`config.mk`:
```
export PLATFORM = sky130hd
export DESIGN_NAME = tetris_grid_utils
export DESIGN_NICKNAME = d
export VERILOG_FILES = /design/src/rtl/tetris_grid_utils.sv
export SDC_FILE = /design/constraint.sdc
export NUM_CORES = 1
export LEC_CHECK = 0
export ABC_AREA = 1
export ABC_CLOCK_PERIOD_IN_PS = 3580
export BUFFER_PORTS_ARGS = -buffer_cell sky130_fd_sc_hd__buf_2
export CORE_ASPECT_RATIO = 0.75
export CORE_MARGIN = 4
export CORE_UTILIZATION = 48
export DETAILED_ROUTE_END_ITERATION = 16
export PLACE_DENSITY_LB_ADDON = 0.08
export REMOVE_ABC_BUFFERS = 1
export SLEW_MARGIN = 15
export SYNTH_ARGS = -nofsm -noshare
export SYNTH_HDL_FRONTEND = slang
export SYNTH_SLANG_ARGS = --single-unit
```
`constraint.sdc`:
```
create_clock -name iVGA_CLK -period 3.58 [get_ports iVGA_CLK]
set_clock_uncertainty 0.1 [all_clocks]
set_input_delay 0.179 -clock iVGA_CLK [delete_from_list [all_inputs] [get_ports iVGA_CLK]]
set_output_delay 0.179 -clock iVGA_CLK [all_outputs]
set_load 0.05 [all_outputs]
```
`src/rtl/tetris_grid_utils.sv`:
```
`default_nettype none
// ============================================================================
// Module   : tetris_grid_utils
// Brief    : Playfield helpers for the Tetris VGA path: a 13-bit maximal-
//            length LFSR (piece selection), a raster border-strip detector
//            and a reference-pixel to 10x30 grid-index converter.
// Revision : 1.0 - initial release
// ============================================================================
module tetris_grid_utils #(
    parameter logic [12:0] LFSR_SEED = 13'h0001,
    parameter int          FIELD_X0  = 240,
    parameter int          CELL      = 16,
    parameter int          COLS      = 10,
    parameter int          ROWS      = 30,
    parameter int          BORDER_W  = 16
) (
    input  logic        iVGA_CLK,
    input  logic        iRST_n,
    input  logic        lfsr_en,
    output logic [12:0] rand_out,
    output logic [2:0]  rand_mod5,
    input  logic [9:0]  addr_x,
    output logic        en_border,
    input  logic [9:0]  ref_x,
    input  logic [9:0]  ref_y,
    output logic [8:0]  grid_num,
    output logic        grid_valid
);

    // Playfield geometry in raster pixels. CELL is 16, so the cell index of
    // a pixel offset is simply its bits [9:4].
    localparam logic [9:0] C_X0      = 10'(FIELD_X0);
    localparam logic [9:0] C_X1      = 10'(FIELD_X0 + COLS * CELL);
    localparam logic [9:0] C_Y_END   = 10'(ROWS * CELL);
    localparam logic [9:0] C_BL_LO   = 10'(FIELD_X0 - BORDER_W);
    localparam logic [9:0] C_BL_HI   = 10'(FIELD_X0 - 1);
    localparam logic [9:0] C_BR_LO   = 10'(FIELD_X0 + COLS * CELL);
    localparam logic [9:0] C_BR_HI   = 10'(FIELD_X0 + COLS * CELL + BORDER_W - 1);
    localparam logic [12:0] C_RECOVER = 13'h0001;

    logic [12:0] lfsr_q;
    logic [12:0] lfsr_d;
    logic        w_fb;
    logic [12:0] w_mod5_full;

    logic [9:0]  w_dx;
    logic [8:0]  w_row;
    logic [8:0]  w_col;
    logic [8:0]  w_row_x10;
    logic        w_in_x;
    logic        w_in_y;

    // Taps for x^13+x^4+x^3+x+1 in Fibonacci form.
    assign w_fb = lfsr_q[12] ^ lfsr_q[3] ^ lfsr_q[2] ^ lfsr_q[0];

    // Next LFSR state: shift when enabled, and escape the illegal all-zero
    // lock-up state should it ever be reached (e.g. after an upset).
    always_comb begin
        lfsr_d = lfsr_q;
        if (lfsr_en) begin
            if (lfsr_q == 13'h0000) begin
                lfsr_d = C_RECOVER;
            end else begin
                lfsr_d = {lfsr_q[11:0], w_fb};
            end
        end
    end

    // LFSR state register; reset loads the seed immediately.
    always_ff @(posedge iVGA_CLK or negedge iRST_n) begin
        if (!iRST_n) begin
            lfsr_q <= LFSR_SEED;
        end else begin
            lfsr_q <= lfsr_d;
        end
    end

    assign rand_out    = lfsr_q;
    assign w_mod5_full = lfsr_q % 13'd5;
    assign rand_mod5   = w_mod5_full[2:0];

    // Border strips immediately left and right of the playfield.
    always_comb begin
        en_border = ((addr_x >= C_BL_LO) && (addr_x <= C_BL_HI)) ||
                    ((addr_x >= C_BR_LO) && (addr_x <= C_BR_HI));
    end

    // Range qualification; the index is forced to 0 outside the field so
    // the underflowed subtraction never reaches grid_num.
    assign w_in_x     = (ref_x >= C_X0) && (ref_x < C_X1);
    assign w_in_y     = (ref_y < C_Y_END);
    assign grid_valid = w_in_x && w_in_y;

    assign w_dx      = ref_x - C_X0;
    assign w_col     = {5'd0, w_dx[7:4]};
    assign w_row     = {4'd0, ref_y[8:4]};
    assign w_row_x10 = (w_row << 3) + (w_row << 1);

    // Row-major linear cell index, 10 cells per row.
    always_comb begin
        grid_num = 9'd0;
        if (grid_valid) begin
            grid_num = w_row_x10 + w_col;
        end
    end

    // Sub-cell pixel bits and bits that are zero whenever the index is valid.
    logic w_unused;
    assign w_unused = &{1'b0, w_dx[9:8], w_dx[3:0], ref_y[9], ref_y[3:0],
                        w_mod5_full[12:3]};

endmodule
`default_nettype wire

```
---- After elaboration in Yosys (flattened, before gate mapping) ----
Index checks and enable logic that the tools add are counted.
operators by class
  $add $sub $neg .......................... 3
  div/mod/pow operators ................... 1
  order comparisons ....................... 7
  multiplexer cells ....................... 2
  bitwise gates (word level) .............. 3
  reduce and logical (&&, ||, !) cells .... 6
operator list
  kind                                                                      number
  10-bit by 8-bit >= comparator with 1-bit output, second input constant    2
  10-bit by 9-bit < comparator with 1-bit output, second input constant     2
  13-bit logical NOT                                                        1
  13-bit by 3-bit remainder unit with 13-bit output, second input constant  1
  13-bit two-way mux                                                        1
  10-bit by 9-bit >= comparator with 1-bit output, second input constant    1
  10-bit by 8-bit <= comparator with 1-bit output, second input constant    1
  10-bit by 9-bit <= comparator with 1-bit output, second input constant    1
  8-bit by 6-bit adder with 9-bit output                                    1
  9-bit by 4-bit adder with 9-bit output                                    1
  9-bit two-way mux                                                         1
  8-bit subtractor, second input constant                                   1
  1-bit logical AND                                                         4
  1-bit bitwise XOR                                                         3
  1-bit logical OR                                                          1
word-level totals
  bits in registers ....................... 13

---- Longest topological paths before layout ----
  depth after elaboration ................. 4
  depth in mapped cells ................... 46
  mapped depth without buffers ............ 46

---- Least setup slack after synthesis ----
OpenSTA, ideal clock, no wires.
  path kind ............................... reg-to-output
  start ................................... register lfsr_q[10], in the netlist rand_out[10]
  end ..................................... output port rand_mod5[2]
  arrival ................................. 4.511 ns
  data required time ...................... 3.301 ns
  path slack .............................. -1.210 ns
  stages on the path, launching flop included .. 39
  path through ............................ dfrtp_1 > inv_1 > nand3_1 > nand3_2 > nand2_2 > nand2_4 > nand2_2 > nand3_4 > nand2_4 > nand2_2 > nand2_1 > nand2_2 > nand2_4 > nand3_2 > nand2_2 > nand3_2 > nand2_2 > nand2_4 > (+3 left out) > nand2_1 > nand2_2 > nand2_1 > nand2_1 > nand2_1 > nand2_2 > inv_2 > nand2_2 > nand3_2 > a21oi_2 > o21ai_1 > nand2_2 > nand2_2 > nand2_4 > nand2_2 > nand2_1 > nand3_2 > o21ai_1
between the ends
  word-level cells in the longest chain between the ends .. 1
RTL lines
  element                                            line  RTL
  from (decl)                                        41    logic [12:0] lfsr_q;
  from (signal assigned)                             74    lfsr_q <= lfsr_d;
  13-bit by 3-bit remainder unit with 13-bit output  79    assign w_mod5_full = lfsr_q % 13'd5;
  to (decl)                                          21    output logic [2:0] rand_mod5,
No other way between the ends.

---- Worst setup path in the final report ----
  start ................................... register lfsr_q[10], in the netlist rand_out[10]
  end ..................................... output port rand_mod5[0]
The elaborated chain is that of the path after synthesis.

==> Flow_metrics.wiki <==
{| class="wikitable"
! Metric !! Value
|-
| Run status || complete, but fails checks
|-
| Failing checks || setup timing
|-
| Final design utilization || 74.6%
|-
| Final setup violation count || 3
|-
| Critical path arrival || 4520 ps
|-
| Total length of routed wires || 5680 um
|-
| Max-cap check violation count || 0
|-
| CP required || 3300 ps
|-
| IO Count || 60
|-
| Maximum level of the CTS H-tree || 1
|-
| Number of synthesized flops with an enable pin || 0
|-
| Count of distinct cell types in the synthesized netlist || 39
|-
| Clock root buffer master || clkbuf_8
|-
| Worst-Skew Late Latency || 250 ps
|-
| Min Hold Slack || 241 ps
|-
| Estimated wirelength of the detail-placed design || 3900 um
|-
| Slew HR || 64.1%
|-
| Routability cong. || 0.845
|-
| Ys flop type || dfrtp_1
|-
| Number of flip-flops and latches in the synthesized netlist || 13
|-
| Antenna violations before repair || 0
|-
| Total routing resource utilization after global routing || 20.4%
|-
| Number of global-route vias before repair || 2196
|-
| Port Buf Inserts || 47
|-
| Number of hold violations in the final report || 0
|-
| Growth of design area from synthesis to finish || 48.5%
|-
| TritonCTS clock tree || yes
|-
| Share of synthesized area occupied by flip-flops and latches || 15.8%
|-
| Post-route ant nets || 0
|-
| Fin crit share || 134%
|-
| Area of the die || 5420 um^2
|-
| Number of vias per cell after detailed routing || 5.05
|-
| Gate Count Post-Synth || 325
|-
| Number of filler instances in the final layout || 322
|-
| Unrepaired setup endpoints after global routing || true
|-
| Number of clock sinks seen by CTS || 13
|-
| Number of cell rows || 20
|-
| TritonCTS Buffers || 3
|-
| Synth Warn # || 0
|-
| Wire length of the first global-routing pass || 9380 um
|-
| Class of the most critical setup path || reg -> out
|-
| Core Area || 4100 um^2
|-
| Setup WS post-layout || -1220 ps
|-
| Max Root-Sink Buffers || 2
|-
| Peak Freq || 208 MHz
|-
| Via count || 2330
|-
| Total iterations of the first detailed-routing run || 4
|-
| Library cell appearing most often on the critical path || nand2_2
|-
| Actual transition at the worst max-transition pin || 538 ps
|-
| Avg WL per Cell || 12.3 um
|-
| DRC violation count after routing || 0
|-
| Asr flop ratio synth || 100%
|-
| Number of flip-flops in the largest register || 13
|-
| Crit Path Max Fanout || 4
|-
| Cell Area, Synth || 2060 um^2
|-
| Final critical delay including setup and external delays || 4800 ps
|-
| Nets || 453
|-
| Antenna diode count || 0
|-
| Placement-stage worst setup slack || -969 ps
|-
| Initial core utilization || 50.2%
|-
| Final slew viol count || 0
|-
| Kind of path behind the tightest hold check || in -> async
|-
| Number of DRC markers in iteration 0 || 128
|-
| Die height || 64.7 um
|-
| Layout cell share with drive strength beyond 1 || 48.0%
|-
| Reg clk slew, reported paths || 50 ps
|-
| Setup crit end kind || primary output
|-
| Remaining global-route overflow || 0
|-
| Post-Syn Area per Cell || 6.34 um^2
|-
| Die X || 83.7 um
|-
| Largest incremental delay on the critical path || 450 ps
|-
| Maximum number of pins on one net before global-route repair || 27
|-
| Slowest cell on the critical path || dfrtp_2
|-
| Critical Path Start Type || flip-flop
|}
-- per-stage QoR --
step / cells / TNS [ps] / area, um^2
after global placement: 444 / -2540 / 2510
after floorplan: 321 / -3250 / 2040
after detailed placement: 444 / -2820 / 2510
after CTS: 459 / -3330 / 2850
after global routing: 461 / -4630 / 3060
final: 461 / -3600 / 3060
-- worst max-delay path: cells and delay by family, from the launching register on --
kind / cells / cell delay (ps)
AOI/OAI and AO/OA: 3 / 470
buffers and inverters: 6 / 510
and+or+nand+nor: 35 / 2860
DFF: 1 / 450
-- what timing repair did --
| item | 4_1_cts | 5_1_grt |
|---|---|---|
| hold buffers | 1 | 0 |
| setup buffers | 10 | 2 |
| gates resized for setup | 55 | 43 |
| endpoints found under the setup margin | 3 | 3 |
| hold endpoints to repair | 13 | 0 |
| pin swaps | 35 | 37 |
-- path summary, 6_finish.rpt --
check | start | slack, ps | cells after the start | to
setup / recovery | rand_out[10] | -1220 | 44 | rand_mod5[0]
hold reg to reg | rand_out[0] | 460 | 2 | rand_out[0]
hold / removal | iRST_n | 240 | 2 | rand_out[2]
max in group asynchronous | iRST_n | 2860 | 2 | rand_out[0]
setup reg to reg | rand_out[3] | 2060 | 5 | rand_out[0]
min in group iVGA_CLK | lfsr_en | 240 | 3 | rand_out[0]
-- Yosys cell counts (2+ instances only) --
master,instances,area [um^2]
nor4_1,2,12.5
a21oi_2,2,17.5
o211ai_1,3,22.5
nor2_1,25,93.8
inv_1,42,158
fa_1,2,40.0
nand3_4,2,35.0
xor2_1,5,43.8
nand3_1,32,160
ha_1,11,138
nand4_1,9,56.3
dfrtp_1,12,300
nand2_2,21,131
nand2_1,83,312
nand2_4,8,90.1
nand3_2,9,90.1
a21oi_1,5,25.0
nor3_1,4,20.0
clkbuf_1,3,11.3
o21ai_0,13,65.1
o21ai_1,4,20.0
inv_2,10,37.5
xnor2_1,2,17.5
-- layer usage --
| metal | vias up | track usage, % | share of wire (%) |
|---|---|---|---|
| li1 | 1222 | - | - |
| met1 | 1039 | 28.0 | 47 |
| met2 | 61 | 34.2 | 46 |
| met3 | 8 | 3.68 | 5.1 |
| met4 | 0 | 3.41 | 1.2 |
| met5 | - | 0 | 0 |
-- cells in the final DEF (no fill, tap or decap), types with 11 or more instances in the layout --
cell     count
nand2_1     58
buf_2       44
inv_1       37
buf_4       33
nand2_4     26
nand2_2     26
nand3_1     22
nor2_1      21
inv_2       14
o21ai_0     13
nand3_4     11
ha_1        11
-- area by class of cell --
type	instances	area [um^2]	share of cell area, %
Inverter	53	204	6.66
Sequential cell	13	330	10.8
Tap cell	55	68.8	2.25
Clock buffer	4	45.0	1.47
Multi-Input combinational cell	255	1900	62.1
Timing Repair Buffer	81	512	16.7
-- cell families after synthesis --
logic type | share of synthesized area (%)
AND/OR/NAND/NOR | 49.8
buffers and inverters | 10.4
AO/OA/AOI/OAI | 11.0
adder cells (fa/ha/maj) | 8.62
multiplexers | 0.486
flip-flops | 15.8
XOR/XNOR | 3.76
Power is not shown: default switching activity piles up to over one toggle a cycle in this logic, so the estimate is an artifact.
